### src/rtl/mem_lsu.sv
// rtl/mem_lsu.sv - load/store unit bridging the EX/MEM stage to a handshaked data SRAM
// Four-state FSM: accept in IDLE, hold the request in REQ/DRAIN, one-cycle result strobe in DONE.
module mem_lsu (
  input  logic        cpu_clk_50M,
  input  logic        cpu_rst,
  input  logic        ls_valid,
  input  logic [3:0]  ls_op,
  input  logic [31:0] ls_addr,
  input  logic [31:0] ls_wdata,
  input  logic        flush,
  output logic        stall_req,
  output logic        data_req,
  output logic        data_we,
  output logic [3:0]  data_be,
  output logic [31:0] data_addr,
  output logic [31:0] data_wdata,
  input  logic        data_ack,
  input  logic [31:0] data_rdata,
  output logic        ld_valid,
  output logic [31:0] ld_data,
  output logic [3:0]  ld_dre,
  output logic        exc_adel,
  output logic        exc_ades,
  output logic [31:0] badvaddr
);

  typedef enum logic [1:0] {IDLE, REQ, DONE, DRAIN} state_e;

  state_e      state_q;
  logic [3:0]  op_q;
  logic [31:0] addr_q;
  logic [31:0] wdata_q;
  logic [31:0] ld_data_q;
  logic [3:0]  ld_dre_q;

  // Access size: 0 = not a memory op, 1 = byte, 2 = half, 3 = word.
  function automatic logic [1:0] op_size(input logic [3:0] op);
    case (op)
      4'b0001, 4'b0010, 4'b1001: op_size = 2'd1;
      4'b0011, 4'b0100, 4'b1010: op_size = 2'd2;
      4'b0101, 4'b1011:          op_size = 2'd3;
      default:                   op_size = 2'd0;
    endcase
  endfunction

  logic [1:0]  in_size;
  logic        misaligned;
  logic        new_op;
  logic        accept;
  logic        addr_exc;
  logic        busy;
  logic [1:0]  q_size;
  logic [3:0]  be_q;
  logic [31:0] wd_q;
  logic [31:0] shifted;
  logic [31:0] ld_fmt;

  assign in_size    = op_size(ls_op);
  assign misaligned = ((in_size == 2'd2) && ls_addr[0]) ||
                      ((in_size == 2'd3) && (ls_addr[1:0] != 2'b00));
  assign new_op     = (state_q == IDLE) && ls_valid && (in_size != 2'd0) && !flush && !cpu_rst;
  assign accept     = new_op && !misaligned;
  assign addr_exc   = new_op && misaligned;

  assign exc_adel = addr_exc && !ls_op[3];
  assign exc_ades = addr_exc && ls_op[3];
  assign badvaddr = addr_exc ? ls_addr : 32'd0;

  assign busy   = (state_q == REQ) || (state_q == DRAIN);
  assign q_size = op_size(op_q);

  always_comb begin
    be_q = 4'b0000;
    wd_q = wdata_q;
    case (q_size)
      2'd1: begin
        be_q = 4'b0001 << addr_q[1:0];
        wd_q = {4{wdata_q[7:0]}};
      end
      2'd2: begin
        be_q = 4'b0011 << addr_q[1:0];
        wd_q = {2{wdata_q[15:0]}};
      end
      2'd3: be_q = 4'b1111;
      default: be_q = 4'b0000;
    endcase
  end

  // Alignment is guaranteed at accept, so a plain lane shift lands the data at bit 0.
  assign shifted = data_rdata >> {addr_q[1:0], 3'b000};

  always_comb begin
    ld_fmt = shifted;
    case (op_q)
      4'b0001: ld_fmt = {{24{shifted[7]}}, shifted[7:0]};
      4'b0010: ld_fmt = {24'd0, shifted[7:0]};
      4'b0011: ld_fmt = {{16{shifted[15]}}, shifted[15:0]};
      4'b0100: ld_fmt = {16'd0, shifted[15:0]};
      default: ld_fmt = shifted;
    endcase
  end

  assign data_req   = busy;
  assign data_we    = busy && op_q[3];
  assign data_be    = busy ? be_q : 4'b0000;
  assign data_addr  = busy ? {addr_q[31:2], 2'b00} : 32'd0;
  assign data_wdata = busy ? wd_q : 32'd0;

  assign stall_req = !cpu_rst && (accept || (state_q == REQ) || ((state_q == DRAIN) && ls_valid));
  assign ld_valid  = (state_q == DONE) && !op_q[3] && !flush;
  assign ld_data   = ld_data_q;
  assign ld_dre    = ld_dre_q;

  always_ff @(posedge cpu_clk_50M or posedge cpu_rst) begin
    if (cpu_rst) begin
      state_q   <= IDLE;
      op_q      <= 4'd0;
      addr_q    <= 32'd0;
      wdata_q   <= 32'd0;
      ld_data_q <= 32'd0;
      ld_dre_q  <= 4'd0;
    end else begin
      case (state_q)
        IDLE: begin
          if (accept) begin
            op_q    <= ls_op;
            addr_q  <= ls_addr;
            wdata_q <= ls_wdata;
            state_q <= REQ;
          end
        end
        REQ: begin
          if (data_ack) begin
            if (flush) begin
              state_q <= IDLE;
            end else begin
              state_q <= DONE;
              if (!op_q[3]) begin
                ld_data_q <= ld_fmt;
                ld_dre_q  <= be_q;
              end
            end
          end else if (flush) begin
            state_q <= DRAIN;
          end
        end
        DONE:  state_q <= IDLE;
        DRAIN: if (data_ack) state_q <= IDLE;
        default: state_q <= IDLE;
      endcase
    end
  end

endmodule

### config.mk
export PLATFORM = sky130hd
export DESIGN_NAME = mem_lsu
export DESIGN_NICKNAME = d
export VERILOG_FILES = /design/src/rtl/mem_lsu.sv
export SDC_FILE = /design/constraint.sdc
export NUM_CORES = 1
export LEC_CHECK = 0
export BUFFER_PORTS_ARGS = -buffer_cell sky130_fd_sc_hd__buf_4
export CORE_MARGIN = 2
export CORE_UTILIZATION = 49
export CTS_CLUSTER_DIAMETER = 200
export DETAILED_ROUTE_END_ITERATION = 16
export GPL_TIMING_DRIVEN = 0
export PLACE_DENSITY = 0.81
export SKIP_CTS_REPAIR_TIMING = 1
export SKIP_LAST_GASP = 1
export SLEW_MARGIN = 20
export SYNTH_ARGS = -nofsm -noshare
export SYNTH_HDL_FRONTEND = slang
export SYNTH_SLANG_ARGS = --single-unit
### constraint.sdc
create_clock -name cpu_clk_50M -period 4.2 [get_ports cpu_clk_50M]
set_input_delay 0.21 -clock cpu_clk_50M [delete_from_list [all_inputs] [get_ports cpu_clk_50M]]
set_output_delay 0.21 -clock cpu_clk_50M [all_outputs]
set_load 0.03 [all_outputs]
==> reports/results.ini <==
[timing]
fmax_mhz = 281
timing.final.crit_share_pct = 84.6
fin_skew_ps = 7.12
rsz0062_at_grt = no
setup_viol = 0
drv_slew = 0
fin_crit_ps = 3550
relSlewSlack_pct = 55.3
hold_slack_ps = 93.1
tightest_slew_ps = 671
fin_tns_setup_ps = 0
hold_viol = 0

[yosys]
synth.top_cells.by_area = dfrtp_1 43%, mux2_4 16%, and2_1 7.9%, mux2i_1 2.9%, a221o_1 2.6%
syn_inst = 560
syn_area_um2 = 6170
yosysUniqueCellTypes = 46
async_reset_ff_share_pct = 100
yosysSeqAreaShare_pct = 43.0
netlist.area_leader.share_pct = 43.0
synth_area_per_cell_um2 = 11.0
synth-edff-count = 0
post-synth-top-area-cell = dfrtp_1
ys_warn_count = 0
ys_ff_latch = 106
ys_dominant_reg_cell = dfrtp_1

[grt]
grt_max_degree = 75
overflow = 0
grt_pass1_wl_um = 28600
grt_pass1_vias = 5526
grt_util_all_layers_pct = 27.4
antenna_found_initial = 0

[layout]
insertedDiodeCount = 0
drive_gt1_share_pct = 43.9
fillers = 942
area_growth_pct = 38.5
seqCellArea_um2 = 2650
final_nets = 933
multi_input_area_um2 = 3230

[placed_design]
place.gp.congestion = 0.941
place.port_buffers = 244
dp_hpwl_um = 14500

[setup_path]
critPathKind = register to primary output
start_kind = register
end_kind = primary output
worstPathMaxFanout = 10
cp.arrival_ps = 3340
cp.required_ps = 3990

[clocking]
numCtsBuffers = 9
path_clk_slew_ps = 70
clk_latency_ps = 340
cts_tree = built
cts_sinks = 106
clockBufferDepth = 2
root_buffer = clkbuf_16
htree_levels = 3

[die]
die_width_um = 116
row_count = 41
initial_core_util_pct = 49.5
die-area_um2 = 13500
fp.dieH_um = 116
io_pins = 247
core_um2 = 12500

[flow_run]
maxCapViolCount = 0

[power_and_ir_drop]
power_density_nw_per_um2 = 557
vdd_ir_drop_max_v = 0.000277
power.leakage_nw = 4.31

[route]
post-route-drc-count = 0
routed_wl_um = 18600
post_drt_wl_per_cell_um = 18.7
avgViaCountPerCell = 5.39
drtPass1Iterations = 5
drtAntennaViolNets = 0
drtIter0Drc = 505
num_vias = 5359

[worst_hold_path]
hp-class = primary input to register

[status]
status = complete, no violations

[cells in the mapped netlist, types with 2 or more instances]
cell type and number:
a22oi_1 16, and2_1 78, nor4_4 2, o211a_1 8, a21oi_1 19, nand3_1 8, nand2_1 41, nor2b_1 12
nand4b_1 2, nand2b_1 10, buf_1 3, ha_1 10, dfrtp_1 106, o21ai_0 16, clkbuf_1 28, buf_6 8
nor4b_1 2, buf_4 2, a21boi_0 9, o31ai_1 2, mux2i_1 18, mux2_4 67, mux2_2 10, nor2_1 30
inv_1 11, or2_2 2, a221o_1 16, buf_2 6
[layout make-up]
cell class	instances	share of cell area, %
flip-flops and latches	106	31.0
repair buffers	246	21.9
well taps	172	2.52
multi-input cells	397	37.8
clock buffers	10	2.68
clock inverters	5	0.658
plain buffers	47	2.94
inverters	11	0.541
[cell usage in the layout (no fill, tap or decap), types with 18 or more instances in the layout]
| cell type | Yosys | routed |
|---|---|---|
| a21oi_1 | 19 | 19 |
| and2_1 | 78 | 78 |
| buf_4 | 2 | 246 |
| clkbuf_1 | 28 | 29 |
| dfrtp_1 | 106 | 106 |
| mux2_4 | 67 | 67 |
| mux2i_1 | 18 | 18 |
| nand2_1 | 41 | 41 |
| nor2_1 | 30 | 30 |
[registers in the layout, indices dropped and copies added, names as in the netlist]
register	count
ld_dre	4
wdata_q	32
ld_data	32
addr_q	32
op_q	4
state_q	2
[path summary, 6_finish.rpt]
check                           slack [ps]              to          from  cells after the start
min in group asynchronous              420      addr_q[19]       cpu_rst                      3
worst max register to register        1400       ld_dre[0]       op_q[3]                     10
worst min-delay path                    90     wdata_q[29]  ls_wdata[29]                      2
worst min register to register         490      ld_data[6]    ld_data[6]                      2
max in group asynchronous             3100     ld_data[15]       cpu_rst                      4
worst max-delay path                   650  data_wdata[22]       op_q[3]                      9
[per-stage QoR]
stage | cell area [um2] | worst slack (ps) | instances | power [W] | util [%]
after detailed placement | 8260 | 1080 | 978 | 0.00392 | 66.2
after global placement | 8220 | 35.6 | 977 | 0.00385 | 66.0
after floorplan | 6180 | 1100 | 561 | 0.00315 | -
after global routing | 8550 | 405 | 994 | 0.00504 | 68.6
after CTS | 8540 | 693 | 993 | 0.00476 | 68.5
final | 8550 | 646 | 994 | 0.00476 | 68.6
[critical path, stage by stage (launching register included)]
cell and delay (ps):
dfrtp_1 390, buf_1 410, mux2i_1 280, o22ai_1 150, ha_1 350, clkbuf_1 320, clkbuf_1 480, nand3_1 120
a21boi_0 280, buf_4 210
[metal layers]
layer | GRT usage, % | routed length [um] | part of all wire (%)
met5 | 0 | 0 | 0
met4 | 12.1 | 669 | 3.6
met3 | 6.23 | 1370 | 7.4
met2 | 46.2 | 9070 | 49
met1 | 33.9 | 7500 | 40
[power breakdown]
group | switching [W] | internal, W | total (W)
Combinational | 0.00126 | 0.00101 | 0.00228
Sequential | 0.000277 | 0.00138 | 0.00166
Clock | 0.000366 | 0.000458 | 0.000824
[kinds of logic after synthesis]
logic type               synth area share, %
AND/OR/NAND/NOR                         17.2
XOR/XNOR                               0.142
adder cells (fa/ha/maj)                 2.03
other                                 0.0607
flip-flops                              43.0
buffers and inverters                   4.74
multiplexers                            21.4
AO/OA/AOI/OAI                           11.5
No activity file was read; power rests on OpenSTA's default activity.
